File: src/rtl/sync_debounce_event.sv
// Debounces a synchronized D-bit vector, emits per-bit edge pulses and queues change events.
// Optional DEBOUNCE_EVT_COUNT_EN adds a saturating 16-bit commit counter output evt_count.
module sync_debounce_event #(
  parameter int D      = 8,
  parameter int STABLE = 4
) (
  input  logic         clk,
  input  logic         rst,
  input  logic [D-1:0] data_in,
  output logic [D-1:0] data_stable,
  output logic [D-1:0] rise_pulse,
  output logic [D-1:0] fall_pulse,
  output logic         evt_valid,
  input  logic         evt_ready,
  output logic [D-1:0] evt_data,
  output logic [D-1:0] evt_rise,
  output logic [D-1:0] evt_fall,
  output logic         ovf,
  input  logic         ovf_clr
`ifdef DEBOUNCE_EVT_COUNT_EN
  ,
  output logic [15:0]  evt_count
`endif
);

  localparam int CW = $clog2(STABLE + 1);
  localparam logic [CW-1:0] CNT_MAX = CW'(STABLE - 1);

  logic [D-1:0]  cand;
  logic [CW-1:0] cnt;
  logic          same;
  logic          commit;
  logic          can_load;
  logic [D-1:0]  rise_next;
  logic [D-1:0]  fall_next;

  always_comb begin
    same      = (data_in == cand);
    commit    = same && (cnt == CNT_MAX) && (cand != data_stable);
    can_load  = !evt_valid || evt_ready;
    rise_next = cand & ~data_stable;
    fall_next = ~cand & data_stable;
  end

  // Any differing bit restarts the whole vector's stability window.
  always_ff @(posedge clk) begin
    if (rst) begin
      cand <= '0;
      cnt  <= '0;
    end else if (!same) begin
      cand <= data_in;
      cnt  <= '0;
    end else if (cnt < CNT_MAX) begin
      cnt <= cnt + 1'b1;
    end
  end

  always_ff @(posedge clk) begin
    if (rst) begin
      data_stable <= '0;
      rise_pulse  <= '0;
      fall_pulse  <= '0;
    end else begin
      rise_pulse <= '0;
      fall_pulse <= '0;
      if (commit) begin
        data_stable <= cand;
        rise_pulse  <= rise_next;
        fall_pulse  <= fall_next;
      end
    end
  end

  // A commit that finds the slot occupied and not being drained is dropped and flagged.
  always_ff @(posedge clk) begin
    if (rst) begin
      evt_valid <= 1'b0;
      evt_data  <= '0;
      evt_rise  <= '0;
      evt_fall  <= '0;
      ovf       <= 1'b0;
    end else begin
      if (commit && can_load) begin
        evt_valid <= 1'b1;
        evt_data  <= cand;
        evt_rise  <= rise_next;
        evt_fall  <= fall_next;
      end else if (evt_ready) begin
        evt_valid <= 1'b0;
      end
      if (commit && !can_load)
        ovf <= 1'b1;
      else if (ovf_clr)
        ovf <= 1'b0;
    end
  end

`ifdef DEBOUNCE_EVT_COUNT_EN
  always_ff @(posedge clk) begin
    if (rst)
      evt_count <= '0;
    else if (ovf_clr)
      evt_count <= commit ? 16'd1 : 16'd0;
    else if (commit && evt_count != 16'hFFFF)
      evt_count <= evt_count + 16'd1;
  end
`endif

endmodule

File: config.mk
export PLATFORM = sky130hd
export DESIGN_NAME = sync_debounce_event
export DESIGN_NICKNAME = d
export VERILOG_FILES = /design/src/rtl/sync_debounce_event.sv
export SDC_FILE = /design/constraint.sdc
export NUM_CORES = 1
export LEC_CHECK = 0
export ABC_AREA = 1
export CORE_ASPECT_RATIO = 0.5
export CORE_MARGIN = 10
export CORE_UTILIZATION = 55
export CTS_BUF_LIST = sky130_fd_sc_hd__clkbuf_4
export DETAILED_ROUTE_END_ITERATION = 12
export HOLD_SLACK_MARGIN = 0.05
export PLACE_DENSITY_LB_ADDON = 0.05
export SKIP_LAST_GASP = 1
export SLEW_MARGIN = 40
export SYNTH_ARGS = -nofsm -noshare
export SYNTH_HDL_FRONTEND = slang
export SYNTH_SLANG_ARGS = --single-unit
File: constraint.sdc
create_clock -name clk -period 2.45 [get_ports clk]
set_input_delay 0.6125 -clock clk [delete_from_list [all_inputs] [get_ports clk]]
set_output_delay 0.6125 -clock clk [all_outputs]
set_load 0.005 [all_outputs]
Word level (Yosys, flattened, before mapping)
Cells that the tools add are included.
{ "op_classes": {"add_sub_neg": 1, "n_mul": 0, "div_mod_pow": 0, "magnitude_cmp": 1, "eq_ne": 3, "shifts": 0, "mux": 4, "bitwise": 6, "reduce_logical": 11} }
{ "op_table": {"columns": ["operator", "n"], "rows": [
  ["8-bit bitwise AND", 2],
  ["8-bit NOT", 2],
  ["8-bit == test", 1],
  ["8-bit inequality test", 1],
  ["1-bit logical AND", 4],
  ["1-bit 2-to-1 mux", 4],
  ["2-bit nonzero test", 2],
  ["2-bit OR reduction", 2],
  ["3-bit by 1-bit adder with 3-bit output (second input constant)", 1],
  ["3-bit by 2-bit == test with 1-bit output (second input constant)", 1],
  ["3-bit by 2-bit < comparator with 1-bit output (second input constant)", 1],
  ["1-bit logical NOT", 2],
  ["1-bit NOT", 2],
  ["1-bit logical OR", 1]
]} }
{ "word_totals": {"ff_bits": 61, "latch_bits": 0, "ram_bits": 0, "mem_bits_ro": 0, "input_bits": 12, "memories": 0} }

Logic depth before layout (Yosys ltp)
Gate-level depths: netlist of the first run.
{ "logic_depth": {"depth_word": 5, "depth_mapped": 11, "ltp_nobuf": 10} }

Least setup slack after synthesis of the first run
OpenSTA, ideal clock, no wires.
{ "synth_path": {"path_type": "reg2reg", "start": "register data_stable[6]", "end": "register evt_data[1]", "arrival_ns": 1.615, "required_time_ns": 2.332, "slack_ns": 0.717, "stages_incl_launch_ff": 10, "n_path_buf": 2, "period_less_slack_ns": 1.733, "cell_sequence": "dfxtp_1 > inv_1 > ha_1 > nand4_1 > o21a_1 > clkbuf_1 > nand2_1 > buf_2 > nor3_1 > nor2_1"} }
{ "synth_between": {"elab_chain_len": 3} }
{ "synth_lines": {"columns": ["element", "line", "text"], "rows": [
  ["start: declaration", "10", "output logic [D-1:0] data_stable,"],
  ["start signal: assignment", "67", "data_stable <= cand;"],
  ["8-bit inequality test", "39", "commit = same && (cnt == CNT_MAX) && (cand != data_stable);"],
  ["1-bit logical AND", "39", null],
  ["1-bit logical AND", "83", "if (commit && can_load) begin"],
  ["end signal: assignment", "85", "evt_data <= cand;"],
  ["end: declaration", "15", "output logic [D-1:0] evt_data,"]
]} }
Every way passes these cells.
A chain may end at the register's enable or synchronous reset.

Final worst setup path of the first run
{ "layout_path": {"start": "input port data_in[7]", "end": "register evt_data[0]"} }
{ "layout_between": {"elab_chain_len": 4} }
{ "layout_lines": {"columns": ["element", "line", "text"], "rows": [
  ["start: declaration", "9", "input logic [D-1:0] data_in,"],
  ["8-bit == test", "38", "same = (data_in == cand);"],
  ["1-bit logical AND (2 in series)", "39", null],
  ["1-bit logical AND", "83", null]
]} }
Every way passes these cells.

==> flow_summary.json, run 1 <==
{
  "status": "complete, no violations",
  "fin_worst_skew_ps": 8.53,
  "grt_pass1_vias": 2068,
  "fp.coreArea_um2": 4510,
  "cts_buffer_depth": 2,
  "grt_max_degree": 31,
  "pre_cts_slack_ps": 45.6,
  "crit_arrival_ps": 2320,
  "portBuffers": 61,
  "maxSlewViolCount": 0,
  "synth_fp_nets": 393,
  "hpwl_mm": 4.73,
  "synth-seq-area-share": 0.465,
  "cts_tree": "yes",
  "nets": 458,
  "grt_pass1_wl_mm": 10.1,
  "ys_ff_latch": 61,
  "final_util": 0.768,
  "rows": 17,
  "hold_class": "reg -> reg",
  "root_buffer": "clkbuf_4",
  "synth_top_area_cell": "dfxtp_1",
  "critPathLaunchType": "input pin",
  "num-fill-cells": 351,
  "worst_ep_required_time_ps": 2760,
  "ant_nets": 0,
  "cts_max_level": 3,
  "fin_crit_ps": 2010,
  "wl_per_cell_um": 12.5,
  "rrSetupSlack_ps": 530,
  "r2r_cells": 7,
  "cts.sinks": 61,
  "rr_startpoint": "data_stable[7]$_SDFFE_PP0P_",
  "dp_cells": 483,
  "drive_above_1_share": 0.0739,
  "setup_viol": 0,
  "synth_cells": 363,
  "seq_area_um2": 1220,
  "ys_types": 21,
  "syn_to_final_growth_pct": 31.7,
  "vias": 2288,
  "netlist_area_um2": 2630,
  "final_cell_mix": "88 x nand2_1, 72 x nor2_1, 67 x inv_1",
  "finalCritPeriodShare": 0.821,
  "synth_top_cells_by_area": "dfxtp_1 46%, nand2_1 13%, nor2_1 10%",
  "powerDensity_nw_per_um2": 549,
  "multi_input_area_um2": 1050,
  "setup_slack_ps": 438,
  "synth_top_area_frac": 0.465,
  "grt_overflow_total": 0,
  "grt_setup_unrepaired": "false",
  "ir_drop_mv": 0.575,
  "finalNonFillerCells": 499,
  "dieHeight_um": 68.9,
  "place.gp.congestion": 0.851,
  "drt_pass1_iterations": 4,
  "layout_commonest_cell": "nand2_1",
  "clock.fmax_ghz": 0.497,
  "clk_latency_ps": 410,
  "final.setup.tns_ps": 0,
  "hold-worst-slack_ps": 509,
  "wirelength_mm": 6.25,
  "end_kind": "register",
  "worst_r2r_endpoint": "evt_data[0]$_SDFFE_PP0P_",
  "cts_resized": 0,
  "boundaryPins": 62,
  "cap_viol_max_count": 0,
  "avgViaCountPerCell": 4.59,
  "worst-setup-path-type": "in -> reg",
  "cts_setup_buffers": 0,
  "dieArea_um2": 8110,
  "yosysWarnings": 0,
  "slew_headroom": 0.736,
  "crit_path_end": "evt_data[0]$_SDFFE_PP0P_",
  "path_max_fanout": 11,
  "worstMarginPinSlew_ps": 396,
  "syn_avg_cell_area_um2": 7.24,
  "grtUsageTotal": 0.159,
  "clk_pin_slew_ps": 100,
  "antenna_found_initial": 0,
  "chipWidth_um": 118,
  "cts_made_buffers": 9,
  "drc": 0,
  "holdBufCountCts": 0,
  "crit_start": "data_in[7]",
  "p_leak_nw": 1.59,
  "hold_viol_final": 0,
  "drt_first_iter_violations": 171,
  "diodes": 0,
  "initial_core_util": 0.583
}
[stage by stage]
step           area (um2)  total power, W
2_1_floorplan        2630         0.00108
3_5_place_dp         3300         0.00112
3_3_place_gp         3300         0.00112
6_report             3460         0.00190
5_1_grt              3460         0.00197
4_1_cts              3460         0.00191
[registers in the layout, summed over array words and instances (netlist names)]
| register | flops |
|---|---|
| cand | 8 |
| data_stable | 8 |
| evt_data | 8 |
| evt_fall | 8 |
| evt_rise | 8 |
| fall_pulse | 8 |
| rise_pulse | 8 |
| cnt | 3 |
| evt_valid | 1 |
| ovf | 1 |
[Yosys cell counts]
library cell	n
nor2_1	72
clkbuf_1	4
inv_1	67
nand2_1	88
nand3b_1	1
buf_4	1
nand3_2	1
inv_2	7
ha_1	18
nor2_4	1
nor3_1	2
dfxtp_1	61
nand3_4	1
buf_2	4
buf_1	1
o21ai_0	3
buf_6	3
nand4_1	8
o21a_1	1
a21oi_1	11
nand3_1	8
[critical path: stages]
cell and delay, ps:
clkdlybuf4s50_1 490, inv_1 60, nand2_1 50, nand2_1 50, nor2_1 120, nand2_1 100
nor2_4 250, nand2_1 300, nor3_1 230, nor2_1 70
[area by class of cell]
cell class	count	share of cell area
sequential	61	0.353
multi-input combinational	215	0.303
timing repair buffer	67	0.193
inverter	74	0.0802
clock inverter	6	0.0253
tap	66	0.0239
clock buffer	10	0.0217
[power breakdown]
part | switching [W] | internal (W)
registers | 0.00000909 | 0.000998
logic | 0.0000496 | 0.0000374
clock network | 0.000381 | 0.000425
[per-layer routing]
layer  wire [um]  up-vias  GRT usage
li1            -     1204          -
met1        2990      999      0.197
met2        2570       77      0.240
met3         622        8     0.0769
met4          61        0     0.0550
met5           0        -          0
[logic make-up after synthesis]
logic type               count (synthesis)  share of synthesized area
AND/OR/NAND/NOR                        182                      0.284
buffers and inverters                   87                      0.136
flip-flops                              61                      0.465
adder cells (fa/ha/maj)                 18                     0.0857
AO/OA/AOI/OAI                           15                     0.0295
[how the worst min path moves through the flow]
stage,from,to,slack [ps],depth (start not counted)
after CTS,ovf$_SDFFE_PP0P_,ovf$_SDFFE_PP0P_,510,2
final,ovf$_SDFFE_PP0P_,ovf$_SDFFE_PP0P_,510,2
after detailed placement,ovf$_SDFFE_PP0P_,ovf$_SDFFE_PP0P_,480,2
after global placement,ovf$_SDFFE_PP0P_,ovf$_SDFFE_PP0P_,480,2
after floorplan,ovf$_SDFFE_PP0P_,ovf$_SDFFE_PP0P_,480,2
after global routing,data_stable[0]$_SDFFE_PP0P_,data_stable[0]$_SDFFE_PP0P_,540,2
No activity file was read; power rests on OpenSTA's default activity.
==> inputs of run 2 (changes only) <==
--- a/config.mk
+++ b/config.mk
@@ -8,7 +8,7 @@
 export ABC_AREA = 1
 export CORE_ASPECT_RATIO = 0.5
 export CORE_MARGIN = 10
-export CORE_UTILIZATION = 55
+export CORE_UTILIZATION = 46
 export CTS_BUF_LIST = sky130_fd_sc_hd__clkbuf_4
 export DETAILED_ROUTE_END_ITERATION = 12
 export HOLD_SLACK_MARGIN = 0.05
==> constraint.sdc (replaced) <==
create_clock -name clk -period 1.7 [get_ports clk]
set_input_delay 0.425 -clock clk [delete_from_list [all_inputs] [get_ports clk]]
set_output_delay 0.425 -clock clk [all_outputs]
set_load 0.005 [all_outputs]
==> flow_summary.json, run 2 (synthesis results as in run 1) <==
{
  "clk_latency_ps": 400,
  "antenna_found_initial": 0,
  "power_frac_clock": 0.416,
  "boundaryPins": 62,
  "internal_power_w": 0.00213,
  "place_area_um2": 3510,
  "critPathLaunchType": "register",
  "clock.fmax_ghz": 0.598,
  "grt_pass1_wl_mm": 11.0,
  "wirelength_mm": 7.30,
  "drive_above_1_share": 0.301,
  "portBuffers": 61,
  "p_leak_nw": 2.46,
  "dieHeight_um": 73.5,
  "cap_viol_max_count": 0,
  "end_kind": "register",
  "final_cell_mix": "70 x nand2_1, 59 x inv_1, 59 x nor2_1",
  "avgViaCountPerCell": 4.52,
  "drc": 0,
  "stdcell_area_um2": 4060,
  "nets": 490,
  "cts_made_buffers": 9,
  "syn_to_final_growth_pct": 54.5,
  "slew_headroom": 0.847,
  "drt_pass1_iterations": 4,
  "fp.coreArea_um2": 5520,
  "path_max_fanout": 6,
  "grtUsageTotal": 0.147,
  "fin_worst_skew_ps": 15.8,
  "clk_pin_slew_ps": 110,
  "num-fill-cells": 443,
  "combPwrFrac": 0.057,
  "final_util": 0.736,
  "dieArea_um2": 9320,
  "cts_max_level": 3,
  "grt_setup_unrepaired": "true",
  "p_sw_frac": 0.229,
  "place.gp.congestion": 0.831,
  "maxSlewViolCount": 0,
  "grt_max_degree": 27,
  "hpwl_mm": 5.09,
  "cts_tree": "yes",
  "worst_ep_required_time_ps": 1990,
  "root_buffer": "clkbuf_4",
  "grt_pass1_vias": 2318,
  "grt_overflow_total": 0,
  "p_seq_frac": 0.527,
  "chipWidth_um": 127,
  "setup_viol": 0,
  "diodes": 0,
  "crit_arrival_ps": 1970,
  "hold_class": "in -> reg",
  "worst-setup-path-type": "reg -> reg",
  "worstMarginPinSlew_ps": 228,
  "rows": 19,
  "ir_drop_mv": 0.491,
  "wl_per_cell_um": 13.6,
  "finalCritPeriodShare": 0.984,
  "cts_buffer_depth": 2,
  "hold_viol_final": 0,
  "cts.sinks": 61,
  "initial_core_util": 0.477,
  "drt_first_iter_violations": 184,
  "status": "complete, no violations",
  "power.net_switching_w": 0.000632,
  "layout_commonest_cell": "nand2_1",
  "vias": 2431,
  "powerDensity_nw_per_um2": 679,
  "fin_crit_ps": 1670,
  "ant_nets": 0
}
[run 2: cell count changes in the layout (fill, tap and decap cells not counted), sizes merged]
cell and delta:
dlymetal6s2s +33, clkdlybuf4s50 -53, clkbuf +4, dlygate4sd2 +20, buf +28
[run 2: path summary, 6_finish.rpt]
check | to | depth (start not counted) | start | slack [ps]
worst max register to register | evt_data[0]$_SDFFE_PP0P_ | 9 | data_stable[6]$_SDFFE_PP0P_ | 30
worst min-delay path | cand[7]$_SDFFE_PP0P_ | 3 | data_in[7] | 280
worst max-delay path | evt_data[0]$_SDFFE_PP0P_ | 9 | data_stable[6]$_SDFFE_PP0P_ | 30
worst min register to register | evt_data[3]$_SDFFE_PP0P_ | 4 | evt_data[3]$_SDFFE_PP0P_ | 510
[run 2: per-layer routing]
layer  vias to the layer above  wire (um)  track usage
li1                       1271          -            -
met1                      1086       3470        0.182
met2                        65       3230        0.222
met3                         9        535       0.0768
met4                         0         65       0.0376
met5                         -          0            0
[run 2: layout make-up]
class,count,area (um2),share of cell area
Clock buffer,10,75.1,0.0185
Tap cell,73,91.3,0.0225
Multi-Input combinational cell,215,1190,0.294
Inverter,74,280,0.0690
Sequential cell,61,1260,0.311
Timing Repair Buffer,99,1070,0.263
Clock inverter,6,87.6,0.0216
[run 2: repair_timing]
action | CTS | global route
setup endpoints to repair | 48 | 76
pin swaps | 0 | 29
setup buffers | 0 | 5
hold buffers | 0 | 0
gates cloned | 0 | 4
gates resized for setup | 41 | 97
[run 2: worst max-delay path, cell delays in order, from the launching register on]
cell       delay [ps]
dfxtp_2           350
inv_2              30
ha_1              260
nand4_1           130
o21a_2            270
nand3_4           200
clkbuf_16         190
nand2_1            50
nand2_1            50
nor2_1             40
[run 2: power groups by stage]
stage                      logic, W  clock network (W)  registers (W)
final                      0.000158            0.00115        0.00145
after global routing       0.000175            0.00125        0.00146
after global placement     0.000135                  0        0.00148
after CTS                  0.000137            0.00117        0.00145
after floorplan           0.0000708                  0        0.00148
after detailed placement   0.000136                  0        0.00148
[run 2: stage by stage]
stage / setup WS (ps) / setup TNS (ps) / hold slack (ps) / cells / total power [W]
2_1_floorplan: 89.1 / 0 / 476 / 363 / 0.00155
3_3_place_gp: -294 / -13630 / 487 / 513 / 0.00162
3_5_place_dp: -338 / -15130 / 502 / 513 / 0.00162
4_1_cts: 2.02 / 0 / 522 / 529 / 0.00276
5_1_grt: -46.7 / -533 / 261 / 538 / 0.00288
6_report: 27.7 / 0 / 279 / 538 / 0.00276
==> inputs of run 3 (changes only) <==
--- a/config.mk
+++ b/config.mk
@@ -6,7 +6,7 @@
 export NUM_CORES = 1
 export LEC_CHECK = 0
 export ABC_AREA = 1
-export CORE_ASPECT_RATIO = 0.5
+export CORE_ASPECT_RATIO = 1.25
 export CORE_MARGIN = 10
 export CORE_UTILIZATION = 46
 export CTS_BUF_LIST = sky130_fd_sc_hd__clkbuf_4
==> flow_summary.json, run 3 (synthesis results as in run 1) <==
{
  "dp_cells": 503,
  "ir_drop_mv": 0.528,
  "fin_worst_skew_ps": 11.0,
  "clk_pin_slew_ps": 100,
  "drt_pass1_iterations": 4,
  "cts_tree": "yes",
  "drt_first_iter_violations": 78,
  "cts_max_level": 3,
  "antenna_found_initial": 0,
  "drc": 0,
  "fin_crit_ps": 1690,
  "worst-setup-path-type": "in -> reg",
  "avgViaCountPerCell": 4.57,
  "root_buffer": "clkbuf_4",
  "grt_setup_unrepaired": "true",
  "setup_slack_ps": 6.88,
  "grt_pass1_wl_mm": 10.4,
  "nets": 490,
  "rows": 30,
  "grtUsageTotal": 0.142,
  "boundaryPins": 62,
  "fp.coreArea_um2": 5480,
  "final_cell_mix": "82 x nand2_1, 68 x nor2_1, 65 x inv_1",
  "grt_overflow_total": 0,
  "finalCritPeriodShare": 0.996,
  "hold-worst-slack_ps": 303,
  "critPathLaunchType": "input pin",
  "path_max_fanout": 8,
  "cts.sinks": 61,
  "end_kind": "register",
  "chipWidth_um": 87.6,
  "dieArea_um2": 9160,
  "worstMarginPinSlew_ps": 222,
  "wirelength_mm": 7.04,
  "diodes": 0,
  "crit_arrival_ps": 1990,
  "portBuffers": 61,
  "dieHeight_um": 105,
  "status": "complete, no violations",
  "layout_commonest_cell": "nand2_1",
  "worst_ep_required_time_ps": 2000,
  "maxSlewViolCount": 0,
  "p_leak_nw": 2.55,
  "drive_above_1_share": 0.216,
  "vias": 2412,
  "hpwl_mm": 4.82,
  "finalNonFillerCells": 528,
  "hold_class": "in -> reg",
  "wl_per_cell_um": 13.3,
  "grt_max_degree": 31,
  "cts_made_buffers": 9,
  "clk_latency_ps": 390,
  "initial_core_util": 0.480,
  "ant_nets": 0,
  "setup_viol": 0,
  "place.gp.congestion": 0.839,
  "powerDensity_nw_per_um2": 646,
  "cap_viol_max_count": 0,
  "pre_cts_slack_ps": -371,
  "slew_headroom": 0.851,
  "grt_pass1_vias": 2196,
  "syn_to_final_growth_pct": 49.5,
  "cts_buffer_depth": 2,
  "hold_viol_final": 0,
  "clock.fmax_ghz": 0.591
}
==> run 3: changes by cell type in the layout (fill, tap and decap cells not counted), sizes merged <==
cell / delta
buf: +2
bufinv: -1
clkbuf: -3
clkdlybuf4s50: -2
clkinvlp: +1
dlygate4sd2: -6
dlymetal6s2s: +8
==> run 3: power breakdown <==
| group | internal [W] | switching, W |
|---|---|---|
| clock network | 0.000426 | 0.000514 |
| logic | 0.0000667 | 0.0000780 |
| registers | 0.00144 | 0.0000143 |
| total | 0.00193 | 0.000606 |
==> run 3: critical path, stage by stage <==
cell and delay [ps]:
clkdlybuf4s50_1 480, inv_1 60, nand2_1 50, nand2_1 50
nor2_1 90, nand2_1 100, nor2_4 170, nand3_4 190
clkbuf_16 220, nor2_1 100, nor2_1 60
==> run 3: layout make-up <==
| cell class | instances | area [um2] |
|---|---|---|
| clock inverter | 6 | 55.1 |
| timing repair buffer | 99 | 1070 |
| tap | 64 | 80.1 |
| clock buffer | 9 | 67.6 |
| sequential | 61 | 1250 |
| inverter | 74 | 278 |
| fill | 459 | 1550 |
| multi-input combinational | 215 | 1130 |
==> run 3: routing by layer <==
metal,share of wire,wire length [um],global-route usage
met1,0.42,2940,0.160
met3,0.059,417,0.0690
met4,0.013,92,0.0548
met5,0,0,0
met2,0.51,3590,0.223
==> run 3: final timing paths <==
kind | cells past startpoint | to | start | slack (ps)
worst max register to register | 9 | evt_data[1]$_SDFFE_PP0P_ | data_stable[1]$_SDFFE_PP0P_ | 30
worst min register to register | 4 | evt_data[7]$_SDFFE_PP0P_ | evt_data[7]$_SDFFE_PP0P_ | 510
worst max-delay path | 11 | evt_fall[4]$_SDFFE_PP0P_ | data_in[3] | 7
worst min-delay path | 3 | cand[5]$_SDFFE_PP0P_ | data_in[5] | 300
==> run 3: what timing repair did <==
item / CTS / global route
cloned: 0 / 6
gates resized for setup: 25 / 81
pin swaps: 0 / 8
buffers inserted: 0 / 4
setup endpoints to repair: 37 / 84
endpoints found under the hold margin: 0 / 0
hold buffers: 0 / 0
==> run 3: through the flow <==
stage                     TNS (ps)  total power (W)  area, um2   util
after floorplan                  0          0.00155       2630      -
after global placement      -15400          0.00162       3470  0.634
after detailed placement    -16270          0.00162       3470  0.634
after CTS                     -104          0.00255       3590  0.656
after global routing          -872          0.00263       3930  0.717
final                            0          0.00254       3930  0.717
